--- config.mk ---
export PLATFORM = sky130hd
export DESIGN_NAME = branch_control_flat
export DESIGN_NICKNAME = d
export VERILOG_FILES = /design/src/rtl/rv_pkg.sv /design/src/rtl/branch_control_if.sv /design/src/rtl/br_compare.sv /design/src/rtl/branch_control.sv /design/src/flat_wrapper.sv
export SDC_FILE = /design/constraint.sdc
export NUM_CORES = 1
export LEC_CHECK = 0
export CAP_MARGIN = 20
export CELL_PAD_IN_SITES_DETAIL_PLACEMENT = 0
export CELL_PAD_IN_SITES_GLOBAL_PLACEMENT = 1
export CORE_ASPECT_RATIO = 1.4
export CORE_MARGIN = 2
export CORE_UTILIZATION = 35
export DETAILED_ROUTE_END_ITERATION = 16
export PLACE_DENSITY = 0.82
export SLEW_MARGIN = 20
export SYNTH_ARGS = -nofsm -noshare
export SYNTH_HDL_FRONTEND = slang
export SYNTH_SLANG_ARGS = --single-unit
--- constraint.sdc ---
create_clock -name clk -period 4.8 [get_ports clk]
set_clock_uncertainty 0.1 [all_clocks]
set_input_delay 0.96 -clock clk [delete_from_list [all_inputs] [get_ports clk]]
set_output_delay 0.96 -clock clk [all_outputs]
set_load 0.1 [all_outputs]
--- src/rtl/rv_pkg.sv ---
// Shared RV32I constants for the execute-stage branch logic.
// Contents: BRANCH opcode, branch funct3 encodings, default operand width.
package rv_pkg;

    localparam int unsigned DWIDTH_DEFAULT = 32;

    localparam logic [6:0] OPC_BRANCH = 7'b1100011;

    localparam logic [2:0] F3_BEQ  = 3'b000;
    localparam logic [2:0] F3_BNE  = 3'b001;
    localparam logic [2:0] F3_BLT  = 3'b100;
    localparam logic [2:0] F3_BGE  = 3'b101;
    localparam logic [2:0] F3_BLTU = 3'b110;
    localparam logic [2:0] F3_BGEU = 3'b111;

endpackage

--- src/rtl/branch_control_if.sv ---
// Branch-control bus: instruction fields and operands in, flags and statistics out.
// master : driver side (execute stage / bench) - drives opcode, funct3, operands, en.
// slave  : branch_control side - consumes those, drives the flags and counters.
interface branch_control_if #(
    parameter int unsigned DWIDTH = rv_pkg::DWIDTH_DEFAULT,
    parameter int unsigned CWIDTH = 32
);
    logic [6:0]        opcode_i;
    logic [2:0]        funct3_i;
    logic [DWIDTH-1:0] rs1_i;
    logic [DWIDTH-1:0] rs2_i;
    logic              en_i;
    logic              breq_o;
    logic              brlt_o;
    logic              taken_o;
    logic              illegal_o;
    logic              taken_q_o;
    logic [CWIDTH-1:0] br_cnt_o;
    logic [CWIDTH-1:0] taken_cnt_o;

    modport master (
        output opcode_i, funct3_i, rs1_i, rs2_i, en_i,
        input  breq_o, brlt_o, taken_o, illegal_o, taken_q_o, br_cnt_o, taken_cnt_o
    );

    modport slave (
        input  opcode_i, funct3_i, rs1_i, rs2_i, en_i,
        output breq_o, brlt_o, taken_o, illegal_o, taken_q_o, br_cnt_o, taken_cnt_o
    );
endinterface

--- src/rtl/br_compare.sv ---
// Purely combinational operand comparator.
// a, b       : operands
// unsigned_i : 1 = unsigned compare, 0 = signed two's-complement compare
// eq         : a == b
// lt         : a < b in the selected mode
module br_compare #(
    parameter int unsigned DWIDTH = rv_pkg::DWIDTH_DEFAULT
) (
    input  logic [DWIDTH-1:0] a,
    input  logic [DWIDTH-1:0] b,
    input  logic              unsigned_i,
    output logic              eq,
    output logic              lt
);
    always_comb begin
        eq = (a == b);
        if (unsigned_i) begin
            lt = (a < b);
        end else begin
            lt = ($signed(a) < $signed(b));
        end
    end
endmodule

--- src/rtl/branch_control.sv ---
// Branch comparator/resolver for the RV32I execute stage.
// clk, reset : clock and asynchronous active-high reset for the registered section
// bus (slave): opcode/funct3/rs1/rs2/en in; breq/brlt/taken/illegal (combinational),
//              taken_q (registered decision), br_cnt/taken_cnt (wrapping statistics) out.
module branch_control
    import rv_pkg::*;
#(
    parameter int unsigned DWIDTH = DWIDTH_DEFAULT,
    parameter int unsigned CWIDTH = 32
) (
    input  logic             clk,
    input  logic             reset,
    branch_control_if.slave  bus
);
    logic              is_br;
    logic              cmp_eq;
    logic              cmp_lt;
    logic              taken;
    logic              illegal;

    logic              taken_q, taken_d;
    logic [CWIDTH-1:0] br_cnt_q, br_cnt_d;
    logic [CWIDTH-1:0] taken_cnt_q, taken_cnt_d;

    // funct3[1] selects unsigned mode (BLTU/BGEU); BEQ/BNE fall into signed mode.
    br_compare #(
        .DWIDTH (DWIDTH)
    ) u_cmp (
        .a          (bus.rs1_i),
        .b          (bus.rs2_i),
        .unsigned_i (bus.funct3_i[1]),
        .eq         (cmp_eq),
        .lt         (cmp_lt)
    );

    always_comb begin
        is_br   = (bus.opcode_i == OPC_BRANCH);
        illegal = 1'b0;
        taken   = 1'b0;
        unique case (bus.funct3_i)
            F3_BEQ:             taken = cmp_eq;
            F3_BNE:             taken = !cmp_eq;
            F3_BLT,  F3_BLTU:   taken = cmp_lt;
            F3_BGE,  F3_BGEU:   taken = !cmp_lt;
            default:            illegal = 1'b1;
        endcase
        // Everything is qualified by the opcode so non-branches report all-zero.
        illegal = illegal & is_br;
        taken   = taken & is_br;
    end

    always_comb begin
        taken_d     = bus.en_i & taken;
        br_cnt_d    = br_cnt_q;
        taken_cnt_d = taken_cnt_q;
        if (bus.en_i && is_br && !illegal) begin
            br_cnt_d = br_cnt_q + 1'b1;
            if (taken) begin
                taken_cnt_d = taken_cnt_q + 1'b1;
            end
        end
    end

    always_ff @(posedge clk or posedge reset) begin
        if (reset) begin
            taken_q     <= 1'b0;
            br_cnt_q    <= '0;
            taken_cnt_q <= '0;
        end else begin
            taken_q     <= taken_d;
            br_cnt_q    <= br_cnt_d;
            taken_cnt_q <= taken_cnt_d;
        end
    end

    assign bus.breq_o      = is_br & cmp_eq;
    assign bus.brlt_o      = is_br & cmp_lt;
    assign bus.taken_o     = taken;
    assign bus.illegal_o   = illegal;
    assign bus.taken_q_o   = taken_q;
    assign bus.br_cnt_o    = br_cnt_q;
    assign bus.taken_cnt_o = taken_cnt_q;
endmodule

--- src/flat_wrapper.sv ---
// flat-port wrapper written by rule: the top's interface ports become plain ports
module branch_control_flat import rv_pkg::*;
#(
    parameter int unsigned DWIDTH = DWIDTH_DEFAULT,
    parameter int unsigned CWIDTH = 32
)
  (clk, reset, bus_opcode_i, bus_funct3_i, bus_rs1_i, bus_rs2_i, bus_en_i, bus_breq_o, bus_brlt_o, bus_taken_o, bus_illegal_o, bus_taken_q_o, bus_br_cnt_o, bus_taken_cnt_o);
  branch_control_if #(.DWIDTH(DWIDTH), .CWIDTH(CWIDTH)) bus_i ();
  input  logic clk;
  input  logic reset;
  input wire logic [$bits(bus_i.opcode_i)-1:0] bus_opcode_i;
  input wire logic [$bits(bus_i.funct3_i)-1:0] bus_funct3_i;
  input wire logic [$bits(bus_i.rs1_i)-1:0] bus_rs1_i;
  input wire logic [$bits(bus_i.rs2_i)-1:0] bus_rs2_i;
  input wire logic [$bits(bus_i.en_i)-1:0] bus_en_i;
  output wire logic [$bits(bus_i.breq_o)-1:0] bus_breq_o;
  output wire logic [$bits(bus_i.brlt_o)-1:0] bus_brlt_o;
  output wire logic [$bits(bus_i.taken_o)-1:0] bus_taken_o;
  output wire logic [$bits(bus_i.illegal_o)-1:0] bus_illegal_o;
  output wire logic [$bits(bus_i.taken_q_o)-1:0] bus_taken_q_o;
  output wire logic [$bits(bus_i.br_cnt_o)-1:0] bus_br_cnt_o;
  output wire logic [$bits(bus_i.taken_cnt_o)-1:0] bus_taken_cnt_o;
  assign bus_i.opcode_i = bus_opcode_i;
  assign bus_i.funct3_i = bus_funct3_i;
  assign bus_i.rs1_i = bus_rs1_i;
  assign bus_i.rs2_i = bus_rs2_i;
  assign bus_i.en_i = bus_en_i;
  assign bus_breq_o = bus_i.breq_o;
  assign bus_brlt_o = bus_i.brlt_o;
  assign bus_taken_o = bus_i.taken_o;
  assign bus_illegal_o = bus_i.illegal_o;
  assign bus_taken_q_o = bus_i.taken_q_o;
  assign bus_br_cnt_o = bus_i.br_cnt_o;
  assign bus_taken_cnt_o = bus_i.taken_cnt_o;
  branch_control #(.DWIDTH(DWIDTH), .CWIDTH(CWIDTH)) u_core (.clk(clk), .reset(reset), .bus(bus_i));
endmodule
==> results.sh <==
export IMPL_status="complete, no violations"
export IMPL_post_route_util_pct=53.5
export IMPL_syn_area_per_cell_um2=9.55
export IMPL_yosys_cell_types_count=44
export IMPL_core_area_um2=10800
export IMPL_post_cts_buffers=0
export IMPL_syn_nets=516
export IMPL_drv_cap=0
export IMPL_drcViolationCount=0
export IMPL_die_h_um=128
export IMPL_synth_top_cell_by_area="dfrtp_1"
export IMPL_reg2reg_from="u_core.bus.taken_cnt_o[9]"
export IMPL_netlist_instances=405
export IMPL_finalCritPeriodShare_pct=95.6
export IMPL_first_global_vias=3612
export IMPL_area_delta_synth_final_pct=49.5
export IMPL_io_pins=146
export IMPL_ant_nets=0
export IMPL_synthFlopType="dfrtp_1"
export IMPL_cts_root_buffer="clkbuf_16"
export IMPL_cp_max_fo=5
export IMPL_finalNetCount=669
export IMPL_io_buffer_count=145
export IMPL_setup_viol=0
export IMPL_cp_data_arrival_time_ps=3530
export IMPL_cts_tree="yes"
export IMPL_antenna_cells=0
export IMPL_holdCritPathClass="reg2reg"
export IMPL_yosysMostFrequentCell="dfrtp_1"
export IMPL_rsz0062_at_grt="no"
export IMPL_grt_pass1_wl_um=17000
export IMPL_htreeDepth=3
export IMPL_synth_seq_cells=65
export IMPL_ys_warn_count=0
export IMPL_critPathKind="in2out"
export IMPL_vias_per_cell=4.87
export IMPL_drtPass1Iterations=5
export IMPL_slew_headroom_pct=31.8
export IMPL_cp_slowest_cell="clkdlybuf4s50_1"
export IMPL_synth_area_um2=3870
export IMPL_hold_buffers=0
export IMPL_worst_pin_slew_ps=1020
export IMPL_insertion_delay_ps=330
export IMPL_dpl_hpwl_um=8170
export IMPL_vdd_drop_max_uv=215
export IMPL_synth_edff_count=0
export IMPL_start_kind="input pin"
export IMPL_clkTransAtPathRegs_ps=50
export IMPL_finalWirelength_um=10500
export IMPL_required_ps=3740
export IMPL_max_freq_mhz=218
export IMPL_synth_area_leaders="dfrtp_1 42%, ha_1 11%, xnor2_1 9.1%"
export IMPL_synth_top_area_share_pct=42.0
export IMPL_vias=3427
export IMPL_drive_gt1_share_pct=6.39
export IMPL_cp_startpoint="bus_rs2_i[11]"
export IMPL_holdWs_ps=373
export IMPL_start_util_pct=35.8
export IMPL_grt_overflow=0
export IMPL_power_mw=1.32
export IMPL_slowest_delay_ps=460
export IMPL_post_drt_wl_per_cell_um=14.9
export IMPL_p_leak_nw=2.65
export IMPL_finalSetupTns_ps=0
export IMPL_clock_sinks=65
export IMPL_powerDensity_nw_per_um2=228
export IMPL_fin_crit_ps=4590
export IMPL_die_x_um=92.9
export IMPL_numCtsBuffers=9
export IMPL_grt_total_usage_pct=17.8
export IMPL_cp_end_kind="output pin"
export IMPL_gp_congestion=0.779
export IMPL_hold_start="u_core.bus.taken_cnt_o[31]"
export IMPL_ys_top_cells_by_count="65 x dfrtp_1, 42 x nand2_1, 40 x inv_1, 40 x xnor2_1, 34 x ha_1"
export IMPL_cts_repair_resized=0
export IMPL_final_max_slew_viol_count=0
export IMPL_yosysSeqAreaShare_pct=42.0
export IMPL_path_cells="clkdlybuf4s50_1 > inv_1 > ha_1 > nand4_1 > nor4_1 > buf_4 > nand2_1 > a22o_1 > a221oi_2 > nor3_2 > buf_12"
export IMPL_cts_max_path_buffers=2
export IMPL_antenna_found_initial=0
export IMPL_hold_violations=0
export IMPL_grt_max_degree=35
export IMPL_fp_row_count=45
export IMPL_drt_initial_drc_count=69
export IMPL_dieArea_um2=11900
export IMPL_async_flop_share_pct=100
## layout make-up
type,count,area [um^2]
clock buffers,10,229
clock inverters,6,35.0
multi-input cells,293,2060
fillers,998,5030
inverters,41,154
flip-flops and latches,65,1630
well taps,141,176
repair buffers,148,1500
## path summary, 6_finish.rpt
kind | end | slack, ps | cells past startpoint
setup reg to reg | u_core.bus.taken_cnt_o[31] | 1920 | 8
hold / removal | u_core.bus.taken_cnt_o[31] | 370 | 1
min in group asynchronous | u_core.bus.taken_q_o | 970 | 2
max in group asynchronous | u_core.bus.br_cnt_o[1] | 2740 | 3
setup / recovery | bus_taken_o | 210 | 11
hold reg to reg | u_core.bus.taken_cnt_o[31] | 370 | 1
## flip-flops by register name, indices dropped and copies added (netlist names)
register / flops
u_core.bus.br_cnt_o: 32
u_core.bus.taken_cnt_o: 32
u_core.bus.taken_q_o: 1
## per-layer routing
| layer | GRT usage [%] | part of all wire [%] |
|---|---|---|
| met1 | 20.0 | 40 |
| met2 | 32.0 | 50 |
| met3 | 4.63 | 8.3 |
| met4 | 7.27 | 1.5 |
| met5 | 0 | 0 |
## per-stage QoR
step	setup WS (ps)	instance area, um^2	std cells
floorplan	86.1	3870	405
global placement	164	5520	688
detailed placement	169	5520	688
CTS	152	5780	704
global route	20.9	5780	704
finish	209	5780	704
## worst max-delay path, delay by kind of cell
family                   cells  cell delay (ps)
buffers and inverters        4              870
AND/OR/NAND/NOR              4              770
AO/OA/AOI/OAI                2              620
adder cells (fa/ha/maj)      1              310
## placed cells by master (no fill, tap or decap), types with 4 or more instances in the layout
cell and n:
o21ai_0 4, dfrtp_1 65, inv_1 39, clkbuf_16 9
nor3_1 14, nor4_1 8, clkinv_2 4, xor2_1 23
xnor2_1 40, nand2_1 42, nor2_1 24, and3_1 10
a21oi_1 15, ha_1 34, clkdlybuf4s50_1 141, nand4_1 16
buf_4 4, nand3_1 30
## cells by family after synthesis
family                     count (synthesis)  share of synthesized area [%]
and+or+nand+nor                          164                           22.0
DFF                                       65                           42.0
xor gates and xnor gates                  64                           14.7
buffers and inverters                     47                           4.82
adders and majority gates                 34                           11.0
AOI/OAI and AO/OA                         30                           5.21
muxes                                      1                          0.259
## power breakdown
| group | switching (mW) | internal, mW | total [mW] |
|---|---|---|---|
| Sequential | 0.00341 | 0.551 | 0.554 |
| Combinational | 0.0850 | 0.0944 | 0.179 |
| Clock | 0.237 | 0.345 | 0.582 |
| Total | 0.325 | 0.990 | 1.32 |
Power figures use the tool's default switching activity.
